**src/rtl/wshb_arbiter.sv**
```systemverilog
// wshb_arbiter: two-master, one-slave Wishbone classic arbiter in front of the
// SDRAM controller. Master 0 is the display reader, master 1 the frame writer.
// Round-robin grant with a per-grant ack quota (MAX_BURST), so a master that
// holds cyc permanently cannot starve the other one.
//
// Ports:
//   clk, rst_n              Wishbone clock, asynchronous active-low reset
//   m0_* / m1_*             master-side cyc/stb/we/adr/dat_ms/sel in, ack out
//   dat_sm                  slave read data broadcast to both masters
//   s_*                     slave-side cyc/stb/we/adr/dat_ms/sel out, ack/dat_sm in
//   gnt                     one-hot registered grant (bit i = master i owns slave)
//   stat_ack0/1, stat_wait1 optional statistics, present only when the
//                           WSHB_ARB_STATS_EN macro is defined
module wshb_arbiter #(
    parameter int unsigned ADR_W     = 32,
    parameter int unsigned DAT_W     = 32,
    parameter int unsigned MAX_BURST = 64
) (
    input  logic                 clk,
    input  logic                 rst_n,
    input  logic                 m0_cyc,
    input  logic                 m0_stb,
    input  logic                 m0_we,
    input  logic [ADR_W-1:0]     m0_adr,
    input  logic [DAT_W-1:0]     m0_dat_ms,
    input  logic [DAT_W/8-1:0]   m0_sel,
    output logic                 m0_ack,
    input  logic                 m1_cyc,
    input  logic                 m1_stb,
    input  logic                 m1_we,
    input  logic [ADR_W-1:0]     m1_adr,
    input  logic [DAT_W-1:0]     m1_dat_ms,
    input  logic [DAT_W/8-1:0]   m1_sel,
    output logic                 m1_ack,
    output logic [DAT_W-1:0]     dat_sm,
    output logic                 s_cyc,
    output logic                 s_stb,
    output logic                 s_we,
    output logic [ADR_W-1:0]     s_adr,
    output logic [DAT_W-1:0]     s_dat_ms,
    output logic [DAT_W/8-1:0]   s_sel,
    input  logic                 s_ack,
    input  logic [DAT_W-1:0]     s_dat_sm,
    output logic [1:0]           gnt
`ifdef WSHB_ARB_STATS_EN
    ,
    output logic [31:0]          stat_ack0,
    output logic [31:0]          stat_ack1,
    output logic [31:0]          stat_wait1
`endif
);

    localparam int unsigned CNT_W = 8;
    localparam logic [CNT_W-1:0] QUOTA_LAST = CNT_W'(MAX_BURST - 1);

    // State encoding doubles as the one-hot grant vector.
    typedef enum logic [1:0] {
        IDLE = 2'b00,
        GNT0 = 2'b01,
        GNT1 = 2'b10
    } state_t;

    state_t           state_q, state_d;
    logic [CNT_W-1:0] cnt_q, cnt_d;
    logic             last_q, last_d;   // last-served master

    // State register, burst counter and last-served pointer.
    always_ff @(posedge clk or negedge rst_n) begin
        if (!rst_n) begin
            state_q <= IDLE;
            cnt_q   <= '0;
            last_q  <= 1'b1;
        end else begin
            state_q <= state_d;
            cnt_q   <= cnt_d;
            last_q  <= last_d;
        end
    end

    // Next-state: grant changes only on a completed transfer or a cyc drop.
    always_comb begin
        state_d = state_q;
        cnt_d   = cnt_q;
        last_d  = last_q;
        case (state_q)
            IDLE: begin
                cnt_d = '0;
                if (m0_cyc && m1_cyc) begin
                    state_d = last_q ? GNT0 : GNT1;
                end else if (m0_cyc) begin
                    state_d = GNT0;
                end else if (m1_cyc) begin
                    state_d = GNT1;
                end
            end
            GNT0: begin
                if (!m0_cyc) begin
                    state_d = m1_cyc ? GNT1 : IDLE;
                    cnt_d   = '0;
                    last_d  = 1'b0;
                end else if (s_ack) begin
                    if (cnt_q == QUOTA_LAST && m1_cyc) begin
                        state_d = GNT1;
                        cnt_d   = '0;
                        last_d  = 1'b0;
                    end else if (cnt_q != QUOTA_LAST) begin
                        cnt_d = cnt_q + CNT_W'(1);
                    end
                end
            end
            GNT1: begin
                if (!m1_cyc) begin
                    state_d = m0_cyc ? GNT0 : IDLE;
                    cnt_d   = '0;
                    last_d  = 1'b1;
                end else if (s_ack) begin
                    if (cnt_q == QUOTA_LAST && m0_cyc) begin
                        state_d = GNT0;
                        cnt_d   = '0;
                        last_d  = 1'b1;
                    end else if (cnt_q != QUOTA_LAST) begin
                        cnt_d = cnt_q + CNT_W'(1);
                    end
                end
            end
            default: state_d = IDLE;
        endcase
    end

    // Slave-side mux and ack routing, selected by the registered grant.
    always_comb begin
        s_cyc    = 1'b0;
        s_stb    = 1'b0;
        s_we     = 1'b0;
        s_adr    = '0;
        s_dat_ms = '0;
        s_sel    = '0;
        m0_ack   = 1'b0;
        m1_ack   = 1'b0;
        case (state_q)
            GNT0: begin
                s_cyc    = m0_cyc;
                s_stb    = m0_stb;
                s_we     = m0_we;
                s_adr    = m0_adr;
                s_dat_ms = m0_dat_ms;
                s_sel    = m0_sel;
                m0_ack   = s_ack;
            end
            GNT1: begin
                s_cyc    = m1_cyc;
                s_stb    = m1_stb;
                s_we     = m1_we;
                s_adr    = m1_adr;
                s_dat_ms = m1_dat_ms;
                s_sel    = m1_sel;
                m1_ack   = s_ack;
            end
            default: ;
        endcase
    end

    assign gnt    = state_q;
    assign dat_sm = s_dat_sm;

`ifdef WSHB_ARB_STATS_EN
    // Free-running statistics, wrap on overflow.
    always_ff @(posedge clk or negedge rst_n) begin
        if (!rst_n) begin
            stat_ack0  <= '0;
            stat_ack1  <= '0;
            stat_wait1 <= '0;
        end else begin
            stat_ack0  <= stat_ack0 + 32'(m0_ack);
            stat_ack1  <= stat_ack1 + 32'(m1_ack);
            stat_wait1 <= stat_wait1 + 32'(m1_cyc & ~state_q[1]);
        end
    end
`endif

endmodule

```
**config.mk**
```make
export PLATFORM = sky130hd
export DESIGN_NAME = wshb_arbiter
export DESIGN_NICKNAME = d
export VERILOG_FILES = /design/src/rtl/wshb_arbiter.sv
export SDC_FILE = /design/constraint.sdc
export NUM_CORES = 1
export LEC_CHECK = 0
export CAP_MARGIN = 20
export CORE_AREA = 5 5 108 110
export DETAILED_ROUTE_END_ITERATION = 10
export DIE_AREA = 0 0 113 115
export PLACE_DENSITY_LB_ADDON = 0.1
export REMOVE_ABC_BUFFERS = 1
export SLEW_MARGIN = 20
export SYNTH_ARGS = -nofsm -noshare
export SYNTH_HDL_FRONTEND = slang
export SYNTH_SLANG_ARGS = --single-unit
```
**constraint.sdc**
```tcl
create_clock -name clk -period 3.2 [get_ports clk]
set_clock_uncertainty 0.05 [all_clocks]
set_input_delay 0.64 -clock clk [delete_from_list [all_inputs] [get_ports clk]]
set_output_delay 0.64 -clock clk [all_outputs]
set_load 0.005 [all_outputs]
```
==> results of run 1 <==
==> final cells by class <==
class                   instances  area, µm²  share of cell area (%)
clock buffers                   4       45.0                    1.06
inverters                       6       22.5                   0.530
multi-input cells             205       1470                    34.5
flip-flops and latches         11        277                    6.50
well taps                     140        175                    4.12
repair buffers                224       2270                    53.3
==> routing by layer <==
metal | GRT usage, % | routed length [µm] | vias up
met5 | 1.11 | 0 | -
met4 | 3.53 | 196 | 0
met3 | 7.68 | 1420 | 13
met2 | 31.7 | 6590 | 157
met1 | 21.0 | 4960 | 1343
li1 | - | - | 1328
==> flip-flops by register name (all words and copies together), names as in the netlist <==
register	count
cnt_q	8
gnt	2
last_q	1
==> metrics by stage <==
stage	setup WS [ns]	instances	hold WS (ns)	cell area [µm²]	TNS (ns)
floorplan	-0.0516	222	0.294	1760	-0.0516
global placement	0.325	586	0.438	4210	0
detailed placement	0.299	586	0.451	4210	0
CTS	0.138	590	0.458	4250	0
global route	0.00818	590	0.486	4250	0
finish	0.164	590	0.455	4250	0
==> path summary, 6_finish.rpt <==
kind	slack, ns	end	cells after the start
min	0.46	cnt_q[6]	1
max reg2reg	0.98	cnt_q[4]	6
max in group asynchronous	2.06	last_q	1
min in group asynchronous	0.69	cnt_q[6]	1
max	0.16	s_adr[25]	6
min reg2reg	0.46	cnt_q[6]	1
==> worst max-delay path: stages (launching register included) <==
cell and delay [ns]:
dfrtp_1 0.42, inv_1 0.10, ha_2 0.37, buf_4 0.36, a22oi_1 0.18, nor2b_1 0.14
clkdlybuf4s50_1 0.52
==> logic make-up (layout without fill, tap and decap cells) <==
logic type	Yosys count	in the layout
AOI/OAI and AO/OA	90	90
adders and majority gates	5	5
buffers and inverters	62	234
DFF	11	11
muxes	4	4
and+or+nand+nor	106	106
==> cells in the mapped netlist, types with 3 or more instances <==
cell	n	area, µm²
nor2b_1	72	450
a22oi_1	70	526
buf_4	32	240
clkbuf_1	20	75.1
dfrtp_1	10	250
a21oi_1	6	30.0
inv_1	6	22.5
nand3_1	6	30.0
ha_1	5	62.6
buf_1	4	15.0
nand4_1	4	25.0
o21ai_0	4	20.0
nor2_1	3	11.3
nor3b_1	3	22.5
==> power by group through the flow <==
stage	combinational, mW	clock [mW]	sequential, mW
after floorplan	1.12	0	0.182
after global placement	2.41	0	0.188
after detailed placement	2.41	0	0.189
after CTS	2.42	0.147	0.187
after global routing	2.60	0.153	0.189
final	2.39	0.142	0.186
==> cells in the final DEF (no fill, tap or decap), types with 4 or more instances in the layout <==
master,instances
inv_1,6
nand4_1,4
nor2b_1,72
a22oi_1,70
a21oi_1,6
clkdlybuf4s50_1,219
o21ai_0,4
nand3_1,6
dfrtp_1,10
==> flow_summary.yaml, run 1 <==
cts:
  clk_latency_ns: 0.24
  cts_tree: "done"
  postCtsResizedCells: 0
  cts-root-buf: "clkbuf_8"
  clk_path_buf_depth: 2
  htreeDepth: 1
  cts_sinks: 11
  cts-buffers-inserted: 3
  post_cts_buffers: 0
  clk_pin_slew_worst_paths_ns: 0.05
  cts_hold_repair.buffers: 0
power_and_ir_drop:
  power_mw: 2.72
  seq_power_share_pct: 6.8
  pwr-share-comb_pct: 87.9
  switching_share_pct: 40.7
  p_per_area_mw_per_mm2: 639
  p_int_mw: 1.61
  power.switching_mw: 1.11
  vdd_ir_drop_max_v: 0.000574
  clkPwrFrac_pct: 5.2
  p_leak_nw: 1.42
finish:
  final_util_pct: 40.1
  num_antenna_cells: 0
  fillers: 1096
  layout.nets: 633
  syn_to_final_growth_pct: 104
  drive_gt1_share_pct: 4.89
drt:
  vias: 2841
  ant_nets: 0
  post_drt_wl_per_cell_um: 22.3
  via_per_inst: 4.82
  drc: 0
  routed_wl_mm: 13.2
  drtIter0Drc: 151
  first_pass_iters: 4
floorplanning:
  die-height_um: 115
  rows: 38
  core_mm2: 0.0106
  die_w_um: 113
  pin_count: 284
  die_area_mm2: 0.0130
  start_util_pct: 19.7
yosys:
  ys_ff_latch: 11
  synthAdderAreaFrac_pct: 3.00
  yosys_warnings: 0
  synthXorXnorAreaFrac_pct: 0
  yosys.area_share.simple_pct: 32.4
  synth_mux_area_share_pct: 2.04
  synth.avg_cell_area_um2: 7.51
  synth_cell_types: 38
  synthFlopType: "dfrtp_1"
  synth_cells: 278
  ys_seq_area_share_pct: 13.2
  synthesis.area_mm2: 0.00209
  synth_compound_area_share_pct: 32.4
  synth_edf_count: 0
  synth_top_family_by_area: "compound AO/OA/AOI/OAI gates"
  synthArstFlopShare_pct: 100
place:
  portBuffers: 219
  place_congestion: 0.879
  post-dp-hpwl_mm: 10.7
sta:
  finalCritPeriodShare_pct: 94.9
  grt_setup_unrepaired: "false"
  slew_headroom_pct: 52.2
  fmax_mhz: 329
  slew_viol_final: 0
  setup_violations: 0
  finalCriticalPeriod_ns: 3.04
  tightest_slew_ns: 0.715
  finalHoldViolCount: 0
global_route:
  grt_pass1_wl_mm: 18.2
  grt_overflow: 0
  grt_pass1_vias: 2745
  antenna_found_initial: 0
  grt_max_degree: 71
  grt.total_usage_pct: 18.2
job:
  cap_violations: 0
status:
  status: "finished clean"
worst_setup_path:
  rr_startpoint: "gnt[0]"
  crit_type: "reg2out"
  crit_path_start_kind: "flip-flop"
  crit_path_max_fanout: 25
  crit_arrival_ns: 2.35
  required_ns: 2.51
  crit_path_end_kind: "primary output"
  startpoint: "gnt[0]"
hold_path:
  min_from: "cnt_q[6]"
  min_path_type: "reg2reg"
No activity file was read; power rests on OpenSTA's default activity.
==> inputs of run 2 (changes only) <==
--- a/config.mk
+++ b/config.mk
@@ -6,4 +6,5 @@
 export NUM_CORES = 1
 export LEC_CHECK = 0
+export ABC_AREA = 0
 export CAP_MARGIN = 20
 export CORE_AREA = 5 5 108 110
==> constraint.sdc (replaced) <==
create_clock -name clk -period 3.2 [get_ports clk]
set_clock_uncertainty 0.05 [all_clocks]
set_input_delay 0.8 -clock clk [delete_from_list [all_inputs] [get_ports clk]]
set_output_delay 0.8 -clock clk [all_outputs]
set_load 0.005 [all_outputs]
==> flow_summary.yaml, run 2 (synthesis gave the netlist of run 1 again) <==
worst_setup_path:
  rr_startpoint: "cnt_q[0]"
  crit_end: "s_dat_ms[6]"
  required_ns: 2.35
  crit_path_end_kind: "primary output"
  crit_type: "reg2out"
  timing.rr.end: "gnt[0]"
  crit_path_start_kind: "flip-flop"
  reg2regPathDepth: 5
  startpoint: "gnt[1]"
  crit_path_max_fanout: 29
  rrSetupSlack_ns: 1.15
  crit_arrival_ns: 2.21
global_route:
  grt_pass1_wl_mm: 18.3
  grt_overflow: 0
  grt_max_degree: 30
  grt.total_usage_pct: 18.3
  grt_pass1_vias: 2835
  antenna_found_initial: 0
status:
  status: "finished clean"
sta:
  slew_viol_final: 0
  tns_ns: 0
  hold_ws_ns: 0.457
  finalHoldViolCount: 0
  grt_setup_unrepaired: "false"
  setup_violations: 0
  finalCritPeriodShare_pct: 95.7
  tightest_slew_ns: 0.557
  slew_headroom_pct: 62.8
  fmax_mhz: 327
  finalCriticalPeriod_ns: 3.06
cts:
  cts-buffers-inserted: 3
  cts-root-buf: "clkbuf_8"
  clk_latency_ns: 0.23
  clk_pin_slew_worst_paths_ns: 0.05
  cts_sinks: 11
  cts_tree: "done"
  clk_path_buf_depth: 2
  cts_hold_repair.buffers: 0
  htreeDepth: 1
drt:
  via_per_inst: 4.68
  drc: 0
  first_pass_iters: 4
  routed_wl_mm: 13.2
  drtIter0Drc: 215
  vias: 2826
  ant_nets: 0
  post_drt_wl_per_cell_um: 21.8
power_and_ir_drop:
  vdd_ir_drop_max_v: 0.000331
  p_per_area_mw_per_mm2: 667
  power_mw: 2.94
  p_leak_nw: 1.50
floorplanning:
  pin_count: 284
  core_mm2: 0.0106
  start_util_pct: 19.7
  rows: 38
  die_area_mm2: 0.0130
  die_w_um: 113
  die-height_um: 115
finish:
  syn_to_final_growth_pct: 111
  drive_gt1_share_pct: 7.97
  largest_reg_flops: 8
  layout.nets: 647
  fillers: 1056
  layout_common_cells: "219 x clkdlybuf4s50_1, 71 x nor2b_1, 70 x a22oi_1"
  num_antenna_cells: 0
  regMostFlops: "cnt_q"
  final_common_cell: "clkdlybuf4s50_1"
hold_path:
  min_path_type: "reg2reg"
  min_from: "cnt_q[6]"
place:
  portBuffers: 219
  place_congestion: 0.881
  post-dp-hpwl_mm: 11.0
job:
  cap_violations: 0
run 2: cell count changes in the layout (fill, tap and decap cells not counted):
cell     delta
nor2b_2     +1
ha_4        +3
buf_6       +1
buf_4      +12
nor2b_1     -1
buf_12      +1
ha_2        -3
run 2: area by class of cell:
| class | count | area, µm² | share of cell area (%) |
|---|---|---|---|
| clock buffers | 4 | 45.0 | 1.02 |
| repair buffers | 238 | 2390 | 54.2 |
| flip-flops and latches | 11 | 277 | 6.28 |
| inverters | 6 | 22.5 | 0.511 |
| multi-input cells | 205 | 1500 | 34.0 |
| well taps | 140 | 175 | 3.98 |
run 2: critical path, stage by stage, from the launching register on:
cell,delay (ns)
dfrtp_1,0.44
inv_1,0.19
ha_4,0.25
buf_12,0.20
a22oi_1,0.15
nor2b_2,0.19
clkdlybuf4s50_1,0.53
run 2: metrics by stage:
| stage | cells | setup slack, ns | util (%) | instance area [µm²] |
|---|---|---|---|---|
| after CTS | 604 | 0.0426 | 41.2 | 4370 |
| after global routing | 604 | 0.00680 | 41.6 | 4410 |
| after global placement | 600 | 0.122 | 40.8 | 4320 |
| after floorplan | 222 | -0.212 | - | 1760 |
| final | 604 | 0.139 | 41.6 | 4410 |
| after detailed placement | 600 | 0.122 | 40.8 | 4320 |
run 2: where the power goes:
part	switching (mW)	internal [mW]	total (mW)
sequential	0.0261	0.164	0.190
combinational	1.09	1.52	2.61
clock	0.0503	0.0873	0.138
run 2: per-layer routing:
layer / routed length [µm] / global-route usage [%] / up-vias
met2: 6660 / 32.2 / 151
met3: 1200 / 6.53 / 8
li1: - / - / 1349
met5: 0 / 1.11 / -
met1: 5190 / 21.8 / 1318
met4: 113 / 2.48 / 0
run 2: worst min-delay path by stage:
stage / endpoint / slack [ns] / cells after the start
2_1_floorplan: cnt_q[6] / 0.42 / 1
5_1_grt: cnt_q[6] / 0.49 / 1
3_5_place_dp: cnt_q[6] / 0.46 / 1
3_3_place_gp: cnt_q[6] / 0.44 / 1
4_1_cts: cnt_q[6] / 0.47 / 1
6_report: cnt_q[6] / 0.46 / 1
run 2: repair_timing:
action,CTS,global route
setup buffers,0,0
gates resized for setup,0,5
endpoints found under the hold margin,0,0
endpoints found under the setup margin,0,11
